===== src/rtl/scsi_initiator.sv =====
// scsi_initiator
//   NCR5380-style SCSI initiator with CPU register access and a pseudo-DMA
//   byte engine that runs the REQ/ACK handshake in hardware.
//
// Parameters
//   ACK_HOLD    minimum clocks scsi_ack stays high per DMA byte
//   REQ_SETTLE  clocks scsi_req must be stable (with phase match) before a
//               DMA byte is accepted or delivered
//
// Ports
//   clk, reset                  rising-edge clock, synchronous active-high reset
//   bus_cs, bus_rs, bus_we,     CPU register access (select, index, write/read
//   bus_rd, wdata, rdata          strobes, write data, combinational read data)
//   dack, drq                   pseudo-DMA access strobe / byte-ready request
//   scsi_rst/sel/atn/ack        initiator-driven bus lines
//   scsi_dout                   data to the target
//   scsi_bsy/msg/cd/io/req      target-driven bus lines
//   scsi_din                    data from the target
module scsi_initiator #(
  parameter int ACK_HOLD   = 2,
  parameter int REQ_SETTLE = 4
) (
  input  logic       clk,
  input  logic       reset,
  input  logic       bus_cs,
  input  logic [2:0] bus_rs,
  input  logic       bus_we,
  input  logic       bus_rd,
  input  logic [7:0] wdata,
  output logic [7:0] rdata,
  input  logic       dack,
  output logic       drq,
  output logic       scsi_rst,
  output logic       scsi_sel,
  output logic       scsi_atn,
  output logic       scsi_ack,
  output logic [7:0] scsi_dout,
  input  logic       scsi_bsy,
  input  logic       scsi_msg,
  input  logic       scsi_cd,
  input  logic       scsi_io,
  input  logic       scsi_req,
  input  logic [7:0] scsi_din
);

  typedef enum logic [1:0] {
    IDLE     = 2'd0,
    WAIT_REQ = 2'd1,
    READY    = 2'd2,
    ACK      = 2'd3
  } dma_state_t;

  localparam int         AW         = $clog2(ACK_HOLD + 1) + 1;
  localparam logic [2:0] SETTLE_MAX = 3'(REQ_SETTLE);

  logic [7:0]     odr;
  logic [7:0]     icr;
  logic [7:0]     mr;
  logic [7:0]     tcr;
  logic [7:0]     dma_data;
  logic [2:0]     settle;
  logic [AW-1:0]  ack_cnt;
  logic           dir;        // 1 = send to target, 0 = receive from target
  dma_state_t     state;

  logic       cpu_wr;
  logic       dma_wr;
  logic       dma_rd;
  logic       phase_match;
  logic       busy_err;
  logic [2:0] settle_inc;
  logic [7:0] reg_val;

  assign cpu_wr      = bus_cs & bus_we;
  // Any dack access that collides with a CPU access is dropped.
  assign dma_wr      = dack & ~bus_cs & bus_we & (state == READY) &  dir;
  assign dma_rd      = dack & ~bus_cs & bus_rd & (state == READY) & ~dir;
  assign phase_match = ({scsi_io, scsi_cd, scsi_msg} == tcr[2:0]);
  assign busy_err    = mr[1] & ~scsi_bsy;
  assign settle_inc  = (settle == SETTLE_MAX) ? SETTLE_MAX : settle + 3'd1;

  assign drq       = (state == READY);
  assign scsi_rst  = icr[7];
  assign scsi_sel  = icr[2];
  assign scsi_atn  = icr[1];
  assign scsi_ack  = icr[4] | (state == ACK);
  assign scsi_dout = (icr[0] | (dir & (state != IDLE))) ? odr : '0;

  always_ff @(posedge clk) begin
    if (reset) begin
      odr      <= '0;
      icr      <= '0;
      mr       <= '0;
      tcr      <= '0;
      dma_data <= '0;
      settle   <= '0;
      ack_cnt  <= '0;
      dir      <= 1'b0;
      state    <= IDLE;
    end else begin
      if (cpu_wr) begin
        case (bus_rs)
          3'd0:    odr <= wdata;
          3'd1:    icr <= wdata;
          3'd2:    mr  <= wdata;
          3'd3:    tcr <= wdata;
          default: ;
        endcase
      end
      if (dma_wr) odr <= wdata;

      case (state)
        IDLE: ;
        WAIT_REQ: begin
          if (scsi_req && phase_match) begin
            settle <= settle_inc;
            if (settle_inc == SETTLE_MAX) begin
              state <= READY;
              if (!dir) dma_data <= scsi_din;
            end
          end else begin
            settle <= '0;
          end
        end
        READY: begin
          if (dma_wr || dma_rd) begin
            state   <= ACK;
            ack_cnt <= AW'(1);
          end
        end
        ACK: begin
          if (ack_cnt >= AW'(ACK_HOLD) && !scsi_req) begin
            state  <= WAIT_REQ;
            settle <= '0;
          end else if (ack_cnt < AW'(ACK_HOLD)) begin
            ack_cnt <= ack_cnt + AW'(1);
          end
        end
        default: state <= IDLE;
      endcase

      // Start and abort writes are placed last so they override whatever
      // the handshake logic above decided this cycle.
      if (cpu_wr && mr[1] && (bus_rs == 3'd5 || bus_rs == 3'd7)) begin
        state  <= WAIT_REQ;
        dir    <= (bus_rs == 3'd5);
        settle <= '0;
      end
      if (cpu_wr && bus_rs == 3'd2 && !wdata[1]) state <= IDLE;
    end
  end

  always_comb begin
    reg_val = '0;
    case (bus_rs)
      3'd0:    reg_val = scsi_din;
      3'd1:    reg_val = icr;
      3'd2:    reg_val = mr;
      3'd3:    reg_val = tcr;
      3'd4:    reg_val = {scsi_rst, scsi_bsy, scsi_req, scsi_msg,
                          scsi_cd, scsi_io, scsi_sel, 1'b0};
      3'd5:    reg_val = {1'b0, drq, 1'b0, busy_err,
                          phase_match, 1'b0, scsi_atn, scsi_ack};
      3'd6:    reg_val = scsi_din;
      default: reg_val = '0;
    endcase
    rdata = reg_val;
    if (dack && !bus_cs)
      rdata = (state == READY && !dir) ? dma_data : '0;
  end

endmodule


===== config.mk =====
export PLATFORM = sky130hd
export DESIGN_NAME = scsi_initiator
export DESIGN_NICKNAME = d
export VERILOG_FILES = /design/src/rtl/scsi_initiator.sv
export SDC_FILE = /design/constraint.sdc
export NUM_CORES = 1
export LEC_CHECK = 0
export ABC_AREA = 1
export ABC_CLOCK_PERIOD_IN_PS = 1600
export CAP_MARGIN = 20
export CELL_PAD_IN_SITES_DETAIL_PLACEMENT = 1
export CELL_PAD_IN_SITES_GLOBAL_PLACEMENT = 1
export CORE_UTILIZATION = 36
export CTS_BUF_LIST = sky130_fd_sc_hd__clkbuf_4 sky130_fd_sc_hd__clkbuf_8 sky130_fd_sc_hd__clkbuf_16
export CTS_CLUSTER_SIZE = 28
export DETAILED_ROUTE_END_ITERATION = 12
export PLACE_DENSITY = 0.83
export REMOVE_ABC_BUFFERS = 1
export SLEW_MARGIN = 0
export SYNTH_ARGS = -nofsm -noshare
export SYNTH_HDL_FRONTEND = slang
export SYNTH_SLANG_ARGS = --single-unit

===== constraint.sdc =====
create_clock -name clk -period 1.6 [get_ports clk]
set_input_delay 0.4 -clock clk [delete_from_list [all_inputs] [get_ports clk]]
set_output_delay 0.4 -clock clk [all_outputs]
set_load 0.05 [all_outputs]

==> impl_metrics.json <==
{
  "cts.sinks": 49,
  "hold-path-cell-count": 2,
  "fillers": 835,
  "drc": 0,
  "min_period_ns": 1.969,
  "synth_edf_count": 0,
  "first_global_vias": 3295,
  "synth-compound-area-share_pct": 22.90,
  "drive_gt1_share_pct": 38.49,
  "wire_per_inst_um": 21.05,
  "worstPathMaxFanout": 8,
  "fin_skew_ns": 0.006451,
  "cts-root-buf": "clkbuf_8",
  "setup_viol": 21,
  "hold_buffers": 0,
  "finalCritPeriodShare_pct": 123.0,
  "num_rows": 30,
  "worst_pin_slew_ns": 0.3741,
  "hold_path_class": "reg2reg",
  "required_ns": 1.20,
  "muxShareOfSynthArea_pct": 0,
  "syn_inst": 366,
  "synth_ff_type": "dfxtp_1",
  "slew_headroom_pct": 74.95,
  "vias": 3150,
  "end_kind": "output port",
  "place_area_um2": 3506,
  "holdWs_ns": 0.4627,
  "fin_area_um2": 4093,
  "violations": "setup timing",
  "hold_violations": 0,
  "outcome": "finished, violations left",
  "routed_wl_um": 11810,
  "drt_iter0_drc": 285,
  "r2r_end": "dma_data[4]",
  "regToRegStartpoint": "tcr[1]",
  "reg2reg_slack_ns": 0,
  "clock_path_buffers": 2,
  "die_h_um": 86.10,
  "dpl.hpwl_um": 6595,
  "ant_nets": 0,
  "p_int_mw": 2.043,
  "fin_ws_ns": -0.3686,
  "synth_top_cell_area_share_pct": 38.53,
  "nets": 498,
  "gr-usage-all-layers_pct": 29.92,
  "synth_top_family_by_area": "simple AND/OR/NAND/NOR gates",
  "power.switching_mw": 1.173,
  "grt_max_degree": 32,
  "port_buffers": 50,
  "die_area_um2": 7413,
  "synth-adder-area-share_pct": 1.966,
  "holdPathEnd": "ack_cnt[2]",
  "initial_core_util_pct": 37.27,
  "power-per-cell-area_nw_per_um2": 785.9,
  "core_area_um2": 6832,
  "path_clk_slew_ns": 0.10,
  "grt_pass1_wl_um": 16930,
  "synth_area_per_cell_um2": 6.957,
  "synthArstFlopShare_pct": 0,
  "maxCapViolations": 0,
  "ys_types": 34,
  "place.gp.congestion": 0.8974,
  "switching_share_pct": 36.48,
  "drv_slew": 0,
  "p_total_mw": 3.216,
  "yosysTopAreaCell": "dfxtp_1",
  "ios": 51,
  "avgViaCountPerCell": 5.615,
  "ys_ff_latch": 49,
  "worstPathArrival_ns": 1.57,
  "pwr-share-comb_pct": 33.1,
  "first_pass_iters": 4,
  "synth.yosys.seq_area_share_pct": 38.53,
  "yosys-top-cells-count": "78 x nand2_1, 50 x a21oi_1, 49 x dfxtp_1",
  "hold_start": "ack_cnt[2]",
  "dieWidth_um": 86.10,
  "p_leak_nw": 1.757,
  "setup.worst_path.class": "in2out",
  "ff2ff_path_depth": 6,
  "clkPwrFrac_pct": 25.8,
  "diodes": 0,
  "synthXorXnorAreaFrac_pct": 0.3440,
  "synth-simple-area-share_pct": 26.73,
  "syn_to_final_growth_pct": 60.74,
  "start_kind": "primary input",
  "max_freq_mhz": 508.0,
  "numPlacedInstances": 537,
  "vdd.ir_drop.worst_mv": 0.4426,
  "stdcell_count": 561,
  "cts_tree": "built",
  "synthTopCellsByArea": "dfxtp_1 39%, nand2_1 11%, a21oi_1 9.8%, inv_1 6.5%, o21ai_0 5.9%",
  "syn_area_um2": 2546,
  "htree_num_levels": 2,
  "antenna_found_initial": 0,
  "clk_latency_ns": 0.32,
  "rsz0062_at_grt": "yes",
  "grt_overflow": 0,
  "seqPwrFrac_pct": 41.2,
  "yosys.cell_count.top_type": "nand2_1",
  "yosys_warnings": 0,
  "numCtsBuffers": 5
}
[worst max path at each step]
stage / slack, ns / start / cells after the start / end
2_1_floorplan: -0.26 / state[1] / 7 / rdata[0]
3_3_place_gp: -0.71 / bus_rs[1] / 9 / rdata[3]
3_5_place_dp: -0.77 / bus_rs[1] / 9 / rdata[3]
4_1_cts: -0.30 / state[0] / 9 / rdata[6]
5_1_grt: -0.45 / bus_rs[0] / 11 / rdata[3]
6_report: -0.37 / bus_rs[0] / 10 / rdata[2]
[routing by layer]
metal	wire length, µm	up-vias	global-route usage, %	part of all wire (%)
met2	5799	152	51.73	49
met5	0	-	0	0
met3	616	51	5.679	5.2
met1	4829	1544	34.65	41
li1	-	1403	-	-
met4	563	0	16.67	4.8
[power groups by stage]
stage | combinational [mW] | clock (mW) | sequential, mW
after floorplan | 0.390 | 0 | 1.33
after global placement | 0.767 | 0 | 1.33
after detailed placement | 0.793 | 0 | 1.33
after CTS | 0.876 | 0.839 | 1.31
after global routing | 1.10 | 0.884 | 1.33
final | 1.06 | 0.829 | 1.32
[kinds of logic (layout without fill, tap and decap cells)]
logic type	after synthesis	in the layout
adder cells (fa/ha/maj)	4	4
XOR/XNOR	1	1
AND/OR/NAND/NOR	148	149
AO/OA/AOI/OAI	107	107
flip-flops	49	49
buffers and inverters	57	155
[flip-flops by register name, indices dropped and copies added (netlist names)]
signal and cells:
ack_cnt 3, odr 8, settle 3, dir 1, state 2, icr 8
tcr 8, mr 8, dma_data 8
[cell type report]
type	count	area [µm²]	share of cell area, %
flip-flops and latches	49	1003	24.52
clock buffers	5	68.82	1.681
repair buffers	98	1074	26.23
clock inverters	3	28.78	0.7031
well taps	96	120.1	2.935
multi-input cells	261	1587	38.76
inverters	49	211.5	5.167
[through the flow]
step | TNS, ns | setup WS, ns | util (%)
detailed placement | -24.76 | -0.7722 | 51.32
CTS | -3.594 | -0.2993 | 56.81
global placement | -21.17 | -0.7077 | 51.32
floorplan | -2.018 | -0.2553 | -
finish | -4.651 | -0.3686 | 59.91
global route | -6.215 | -0.4462 | 59.91
[what timing repair did]
item | CTS | global route
buffers inserted | 8 | 7
gates cloned | 1 | 0
gates resized for setup | 100 | 46
endpoints found under the setup margin | 57 | 47
pin swaps | 25 | 27
[worst max-delay path: stages]
cell     delay (ns)
buf_12         0.12
nor2_4         0.18
nand2_2        0.11
o21ai_4        0.14
buf_4          0.18
nand2_2        0.05
nand3_2        0.07
nand2_1        0.09
nand2_2        0.10
buf_12         0.14
[layout by cell type (no fill, tap or decap), drive strengths merged, types with 2 or more instances in the layout]
cell | synthesis | routed
nand2 | 86 | 86
buf | 5 | 72
a21oi | 51 | 51
inv | 49 | 50
dfxtp | 49 | 49
o21ai | 46 | 46
nor2 | 36 | 37
clkdlybuf4s50 | 0 | 18
nand3 | 11 | 11
nand4 | 10 | 10
dlygate4sd2 | 0 | 8
a22oi | 6 | 6
clkbuf | 3 | 5
ha | 4 | 4
clkinv | 0 | 2
nor3 | 2 | 2
or2 | 2 | 2
Power figures use the tool's default switching activity.
